[config.mk]
export PLATFORM = sky130hd
export DESIGN_NAME = sum_uart_sequencer
export DESIGN_NICKNAME = d
export VERILOG_FILES = /design/src/rtl/sum_uart_sequencer.sv
export SDC_FILE = /design/constraint.sdc
export NUM_CORES = 1
export LEC_CHECK = 0
export CAP_MARGIN = 10
export CORE_MARGIN = 3
export CORE_UTILIZATION = 60
export DETAILED_ROUTE_END_ITERATION = 16
export PLACE_DENSITY = 0.87
export SYNTH_ARGS = -nofsm -noshare
export SYNTH_HDL_FRONTEND = slang
export SYNTH_SLANG_ARGS = --single-unit
[constraint.sdc]
create_clock -name clk -period 7.1 [get_ports clk]
set_input_delay 0.71 -clock clk [delete_from_list [all_inputs] [get_ports clk]]
set_output_delay 0.71 -clock clk [all_outputs]
set_load 0.1 [all_outputs]
[src/rtl/sum_uart_sequencer.sv]
// Operand capture, A+B sum, decimal-ASCII conversion and UART start/busy handshake.
// Build option CRLF_EN: when defined each message also carries CR, LF after the digits.
module sum_uart_sequencer #(
    parameter int SYNC_STAGES = 2,
    parameter int DATA_W      = 4
) (
    input  logic              clk,
    input  logic              reset,
    input  logic              save_a_n,
    input  logic              save_b_n,
    input  logic [DATA_W-1:0] data_input,
    input  logic              tx_busy,
    output logic              tx_start,
    output logic [7:0]        tx_data,
    output logic              seq_busy,
    output logic [DATA_W:0]   sum_out
);
    // state | meaning
    // IDLE  | waiting for both operands valid; commit sum and digits
    // LOAD  | drive tx_data with the current byte
    // REQ   | wait for transmitter idle, then pulse tx_start
    // ACK   | wait for transmitter to report busy
    // DONE  | wait for busy to drop; next byte or back to IDLE
    typedef enum logic [2:0] {S_IDLE, S_LOAD, S_REQ, S_ACK, S_DONE} state_t;

    localparam int SW       = DATA_W + 1;
    localparam int TENS_MAX = ((2 ** SW) - 2) / 10;
`ifdef CRLF_EN
    localparam int NBYTES = 4;
`else
    localparam int NBYTES = 2;
`endif
    localparam int IDX_W = $clog2(NBYTES);
    localparam logic [IDX_W-1:0] LAST_IDX = IDX_W'(NBYTES - 1);

    logic [SYNC_STAGES-1:0] sync_a_q, sync_b_q;
    logic                   prev_a_q, prev_b_q;
    logic                   fall_a, fall_b;

    state_t           state_q;
    logic [DATA_W-1:0] reg_a_q, reg_b_q;
    logic             a_valid_q, b_valid_q;
    logic [IDX_W-1:0] byte_idx_q;
    logic [SW-1:0]    tens_q, units_q, sum_q;
    logic             tx_start_q, seq_busy_q;
    logic [7:0]       tx_data_q;

    logic             commit;
    logic [SW-1:0]    sum_d, rem_d, tens_d;
    logic [7:0]       byte_d;

    always_ff @(posedge clk or posedge reset) begin
        if (reset) begin
            sync_a_q <= '1;
            sync_b_q <= '1;
            prev_a_q <= 1'b1;
            prev_b_q <= 1'b1;
        end else begin
            sync_a_q <= {sync_a_q[SYNC_STAGES-2:0], save_a_n};
            sync_b_q <= {sync_b_q[SYNC_STAGES-2:0], save_b_n};
            prev_a_q <= sync_a_q[SYNC_STAGES-1];
            prev_b_q <= sync_b_q[SYNC_STAGES-1];
        end
    end

    assign fall_a = prev_a_q & ~sync_a_q[SYNC_STAGES-1];
    assign fall_b = prev_b_q & ~sync_b_q[SYNC_STAGES-1];
    assign commit = (state_q == S_IDLE) & a_valid_q & b_valid_q;
    assign sum_d  = SW'(reg_a_q) + SW'(reg_b_q);

    // Divide by ten as a fixed chain of compare-subtract steps.
    always_comb begin
        rem_d  = sum_d;
        tens_d = '0;
        for (int i = 0; i < TENS_MAX; i++) begin
            if (rem_d >= SW'(10)) begin
                rem_d  = rem_d - SW'(10);
                tens_d = tens_d + SW'(1);
            end
        end
    end

    always_comb begin
        byte_d = 8'h30 + 8'(tens_q);
        if (byte_idx_q == IDX_W'(1)) begin
            byte_d = 8'h30 + 8'(units_q);
        end
`ifdef CRLF_EN
        else if (byte_idx_q == IDX_W'(2)) begin
            byte_d = 8'h0D;
        end else if (byte_idx_q == IDX_W'(3)) begin
            byte_d = 8'h0A;
        end
`endif
    end

    always_ff @(posedge clk or posedge reset) begin
        if (reset) begin
            state_q    <= S_IDLE;
            reg_a_q    <= '0;
            reg_b_q    <= '0;
            a_valid_q  <= 1'b0;
            b_valid_q  <= 1'b0;
            byte_idx_q <= '0;
            tens_q     <= '0;
            units_q    <= '0;
            sum_q      <= '0;
            tx_start_q <= 1'b0;
            tx_data_q  <= 8'h00;
            seq_busy_q <= 1'b0;
        end else begin
            if (fall_a) reg_a_q <= data_input;
            if (fall_b) reg_b_q <= data_input;
            // A capture on the commit cycle survives as a fresh operand.
            a_valid_q  <= fall_a | (a_valid_q & ~commit);
            b_valid_q  <= fall_b | (b_valid_q & ~commit);
            tx_start_q <= 1'b0;
            case (state_q)
                S_IDLE: begin
                    if (commit) begin
                        sum_q      <= sum_d;
                        tens_q     <= tens_d;
                        units_q    <= rem_d;
                        byte_idx_q <= '0;
                        seq_busy_q <= 1'b1;
                        state_q    <= S_LOAD;
                    end
                end
                S_LOAD: begin
                    tx_data_q <= byte_d;
                    state_q   <= S_REQ;
                end
                S_REQ: begin
                    if (!tx_busy) begin
                        tx_start_q <= 1'b1;
                        state_q    <= S_ACK;
                    end
                end
                S_ACK: begin
                    if (tx_busy) state_q <= S_DONE;
                end
                S_DONE: begin
                    if (!tx_busy) begin
                        if (byte_idx_q == LAST_IDX) begin
                            seq_busy_q <= 1'b0;
                            state_q    <= S_IDLE;
                        end else begin
                            byte_idx_q <= byte_idx_q + IDX_W'(1);
                            state_q    <= S_LOAD;
                        end
                    end
                end
                default: state_q <= S_IDLE;
            endcase
        end
    end

    assign tx_start = tx_start_q;
    assign tx_data  = tx_data_q;
    assign seq_busy = seq_busy_q;
    assign sum_out  = sum_q;

endmodule

* After elaboration in Yosys (flattened, before gate mapping)
Index checks and enable logic that the tools add are counted.
** Storage, ports and cells
- Flip-flop bits (word level) :: 45
- Output and inout port bits :: 15
** Operators by class
- Add/subtract/negate cells :: 9
- $lt $le $gt $ge :: 3
- Eq/ne operators :: 9
- Multiplexer cells :: 23
- Bitwise logic cells :: 11
- Reductions and logical operators :: 6
** Operators with widths (number)
- two-way mux 5 bit :: 5
- >= comparator 5 x 4 -> 1 bit (second input constant) :: 3
- one-hot mux 3 bit (5 select lines) :: 1
- subtractor 5 x 4 -> 5 bit (second input constant) :: 3
- adder 6 x 5 -> 7 bit (first input constant) :: 2
- two-way mux 3 bit :: 4
- adder 5 x 1 -> 5 bit (second input constant) :: 2
- two-way mux 1 bit :: 10
- inequality test 2 bit (second input constant) :: 5
- AND reduction 4 bit :: 2
- two-way mux 7 bit :: 1
- bitwise AND 1 bit :: 6
- == test 3 x 2 -> 1 bit (second input constant) :: 2
- adder 4 x 4 -> 5 bit :: 1
- one-hot mux 1 bit (2 select lines) :: 2
- == test 3 x 1 -> 1 bit (second input constant) :: 1
- == test 3 bit (second input constant) :: 1
- logical NOT 3 bit :: 1
- NOT 1 bit :: 3
- AND reduction 3 bit :: 1
- bitwise OR 1 bit :: 2
- AND reduction 2 bit :: 1
- nonzero test 2 bit :: 1
- adder 1 bit (second input constant) :: 1

* Longest topological paths before layout
- Word-level depth :: 7
- Gate-level depth with buffers :: 20

* Worst setup path after synthesis
No wires, ideal clock.
- Kind :: register -> register
- Start point :: register reg_a_q[0]
- End point :: register tens_q[0]
- Data arrival time :: 3.640 ns
- Setup slack :: 3.327 ns
- Cell stages (with the launch flop) :: 18
- Buffers on the path :: 0
- Cell sequence :: dfrtp_1 > ha_1 > fa_1 > xor2_1 > inv_1 > ha_1 > and2_1 > o21ai_4 > inv_4 > xnor2_4 > inv_1 > ha_1 > nand2b_1 > a21oi_1 > or2_2 > ha_1 > nor4_1 > o31ai_1
** On the way
- Word-level cells in the longest chain between the ends :: 7
- Elaborated cells between the ends (all ways) :: 13
- Those cells by class :: add/sub: 5; order compare: 3; mux: 5
** Ends and longest elaborated chain
- start: declaration :: RTL line 41 : logic [DATA_W-1:0] reg_a_q, reg_b_q;
- start signal: assignment :: RTL line 112 : if (fall_a) reg_a_q <= data_input;
- adder 4 x 4 -> 5 bit (*) :: RTL line 69 : assign sum_d = SW'(reg_a_q) + SW'(reg_b_q);
- >= comparator 5 x 4 -> 1 bit or subtractor 5 x 4 -> 5 bit (tied branches) :: RTL line 76, 77
- two-way mux 1 bit or two-way mux 5 bit (tied branches) :: RTL line 76 : if (rem_d >= SW'(10)) begin
- adder 5 x 1 -> 5 bit, or another cell as far along :: RTL line 78 : tens_d = tens_d + SW'(1);
- two-way mux 5 bit :: RTL line 76
- adder 5 x 1 -> 5 bit or >= comparator 5 x 4 -> 1 bit (tied branches) :: RTL line 78, 76
- two-way mux 5 bit (*) :: RTL line 76
- end signal: assignment :: RTL line 122 : tens_q <= tens_d;
- end: declaration :: RTL line 44 : logic [SW-1:0] tens_q, units_q, sum_q;
Every way passes the cells marked *; elsewhere a longest branch is shown, timed or not.
A chain may end at the register's enable or synchronous reset.

* Worst setup path after layout
Ends and elaborated chain as after synthesis.

==> metrics.md <==
| Metric | Value |
|---|---|
| Run status | complete, no violations |
| R2R setup slack | 2.81 ns |
| GR met2 Demand/Resource | 0.4147 |
| GRT Util Overall | 0.2362 |
| Reg2Reg Capture Point | tens_q[0] |
| Core Region | 0.003203 mm2 |
| Worst setup SP type | flop |
| H-Tree Depth | 2 |
| Sequential area share after synthesis | 0.4769 |
| Period utilization | 0.6047 |
| Reg2Reg Depth | 17 |
| Fin nets | 242 |
| Clock Skew | 0.007831 ns |
| Seq cells post-synth | 40 |
| Main synth FF type | dfrtp_1 |
| Simple-Gate Fraction of Synth Area | 0.1533 |
| Layout cells sized above 1 | 0.1518 |
| Largest family of logic cells by synthesized area | simple AND/OR/NAND/NOR gates |
| Routed wire length | 4395 um |
| TritonCTS Sinks | 40 |
| Multiplexer share of the synthesized area | 0.08284 |
| Latest clock arrival within the worst-skew pair | around 0.35 ns |
| Vias in the first global route | 1615 |
| CTS tree | yes |
| Commonest non-fill, non-tap cell in the layout | dfrtp_1 |
| Most frequent cells in the layout | dfrtp_1, clkdlybuf4s50_1, nor2_1 |
| Worst setup path endpoint | tens_q[0] |
| Adder-cell share of the synthesized area | 0.06272 |
| Final hold vios | 0 |
| Routed Antenna Nets | 0 |
| XOR/XNOR share of the synthesized area | 0.02130 |
| CP arrival | 4.51 ns |
| Post-cts sizing count | 0 |
| YS warnings | 0 |
| Gp weighted congestion | a little under 0.9 |
| Avg Inst Size Synth | 10.37 um2 |
| CP peak stage delay | about 0.41 ns |
| Synth Area in Compound Gates | 0.1485 |
| Met1 Usage GRT | 0.2849 |
| Critical path cell sequence | ha_1, fa_1, xor2_1, inv_1, ha_1, and2_1, o21ai_4, inv_4, xnor2_4, inv_1, ha_1, nand2b_1, a21oi_1, or2_2, ha_1, nor4_1, o31ai_1 |
| Crit path launch | reg_a_q[0] |
| Actual slew at the worst max-slew pin | 1.108 ns |
| First-pass iteration count of the detailed router | 4 |
| Crit path time final | 4.293 ns |
| R2R Path Start | reg_a_q[0] |
| Total grt overflow | 0 |
| Post-DR vias/cell | 5.940 |
| Netlist Area Pre-Place | ~0.0021 mm2 |
| Number of vias after detailed routing | 1592 |
| Cell depth of the worst hold path | 0 |
| CTS Buf Count | 5 |
| Relative slew slack | 0.2599 |
| Row Count | 20 |
| Max Freq | 232.9 MHz |
| # port buffers | 22 |
| Number of synthesized flops with an enable pin | 0 |
| Die Width | between 60 and 70 um |
| Initial DRC count | 115 |
| WL/cell | 16.40 um |
| Setup TNS | 0 ns |
| Syn Nets | ~220 |
| Detail Placement HPWL | approximately 3300 um |
| Die Footprint | 0.004273 mm2 |
| Number of buffers on the longest clock path | 2 |
| DRC viols | 0 |
| Slowest-stage cell, CP | fa_1 |
| First-pass GRT wire length | 7645 um |
| Clk root buf | clkbuf_4 |
| Crit path top cell by count | ha_1 |
| Met3 usage in global routing | 0.04444 |
| Initial antenna violation count | 0 |
| Largest net degree at the start of global routing | slightly above 40 |
| Worst Setup End Kind | flop |
| # Post-CTS Setup Buffers | 0 |
| Crit path kind | flop to flop |
| Critical path fanouts, max | 7 |
| Num ports | 24 |
| Area delta synth->final | 14.14% |
| RSZ-0062 raised after global routing | no |
| Mapped Cells | 204 |
| Initial core utilization | 0.6602 |
| CTS clk-pin slew, worst paths | 0.12 ns |
| Die Y | 65.37 um |
| Setup Viol. Count Final | 0 |
| Inserted Diodes | 0 |
| GR peak layer | met2 |
| Cts hold-fix bufs | 0 |
| Synth unique cells | between 50 and 60 |
| Hold crit path type | flop to flop |
| Max Cap Viol | 0 |
| Crit path required time | 7.31 ns |
| Fraction of registers with async set/reset | 1.000 |
| Max-slew violation count | 0 |
[area by class of cell]
type | count | area (um2)
clock buffer | 6 | 41.29
inverter | 13 | 51.30
sequential | 40 | 1008
multi-input combinational | 140 | 994.7
timing repair buffer | 23 | 227.7
fill | 223 | 789.5
clock inverter | 2 | 35.03
tap | 44 | 55.05
[cell families after synthesis]
kind of cell	Yosys count
other cells	1
flops	40
buf+inv	24
simple gates	64
mux	16
compound gates	46
fa+ha+maj	10
xor+xnor	3
[critical path, delay by kind of cell, from the launching register on]
family,cells,cell delay [ns]
adder cells (fa/ha/maj),5,1.46
AND/OR/NAND/NOR,4,0.96
XOR/XNOR,2,0.53
AO/OA/AOI/OAI,3,0.41
flip-flops,1,0.40
buffers and inverters,3,0.39
[registers in the layout, summed over array words and instances, names as in the netlist, 2 cells and up]
| signal | count |
|---|---|
| state_q | 3 |
| tx_data | 6 |
| reg_a_q | 4 |
| sync_b_q | 2 |
| tens_q | 3 |
| units_q | 5 |
| reg_b_q | 4 |
| sync_a_q | 2 |
| sum_out | 4 |
[cell usage after synthesis (all sizes together), types with 2 or more instances]
library cell | instances | area share
dfrtp | 34 | 0.40
nor2 | 17 | 0.030
nand2 | 16 | 0.028
inv | 13 | 0.024
o21ai | 13 | 0.038
a21oi | 12 | 0.030
ha | 9 | 0.053
mux2 | 9 | 0.048
clkbuf | 7 | 0.012
mux2i | 7 | 0.035
dfstp | 6 | 0.075
nand2b | 5 | 0.015
buf | 4 | 0.016
a31oi | 3 | 0.0089
and3 | 3 | 0.0089
nand3 | 3 | 0.0071
nand4 | 3 | 0.0089
nor3 | 3 | 0.0095
nor4b | 3 | 0.012
o31a | 3 | 0.012
or2 | 3 | 0.0089
a211oi | 2 | 0.0071
and2 | 2 | 0.0059
nor2b | 2 | 0.0059
nor4 | 2 | 0.0059
o211ai | 2 | 0.0071
o21a | 2 | 0.011
o31ai | 2 | 0.0071
xnor2 | 2 | 0.017
[layer usage]
| layer | wire (um) | part of all wire |
|---|---|---|
| met1 | 1871 | 0.43 |
| met2 | 2247 | 0.51 |
| met3 | 179 | 0.041 |
| met4 | 97 | 0.022 |
| met5 | 0 | 0 |
[through the flow]
stage / hold WS (ns) / utilization / setup slack (ns) / cells / cell area, um2
global route: 0.3684 / 0.7535 / 2.544 / 268 / 2414
detailed placement: 0.3473 / 0.7297 / 2.916 / 260 / 2337
CTS: 0.3652 / 0.7535 / 2.873 / 268 / 2414
floorplan: 0.3452 / - / 3.327 / 204 / 2115
global placement: 0.3459 / 0.7297 / 3.135 / 260 / 2337
finish: 0.3648 / 0.7535 / 2.807 / 268 / 2414
[worst min path at each step]
stage	endpoint	slack, ns	from
final	sync_a_q[1]	0.36	sync_a_q[0]
after global routing	sync_b_q[1]	0.37	sync_b_q[0]
after CTS	sync_b_q[1]	0.37	sync_b_q[0]
after detailed placement	sync_b_q[1]	0.35	sync_b_q[0]
after global placement	sync_b_q[1]	0.35	sync_b_q[0]
after floorplan	sync_a_q[1]	0.35	sync_a_q[0]
Power is not shown: default switching activity piles up to over one toggle a cycle in this logic, so the estimate is an artifact.
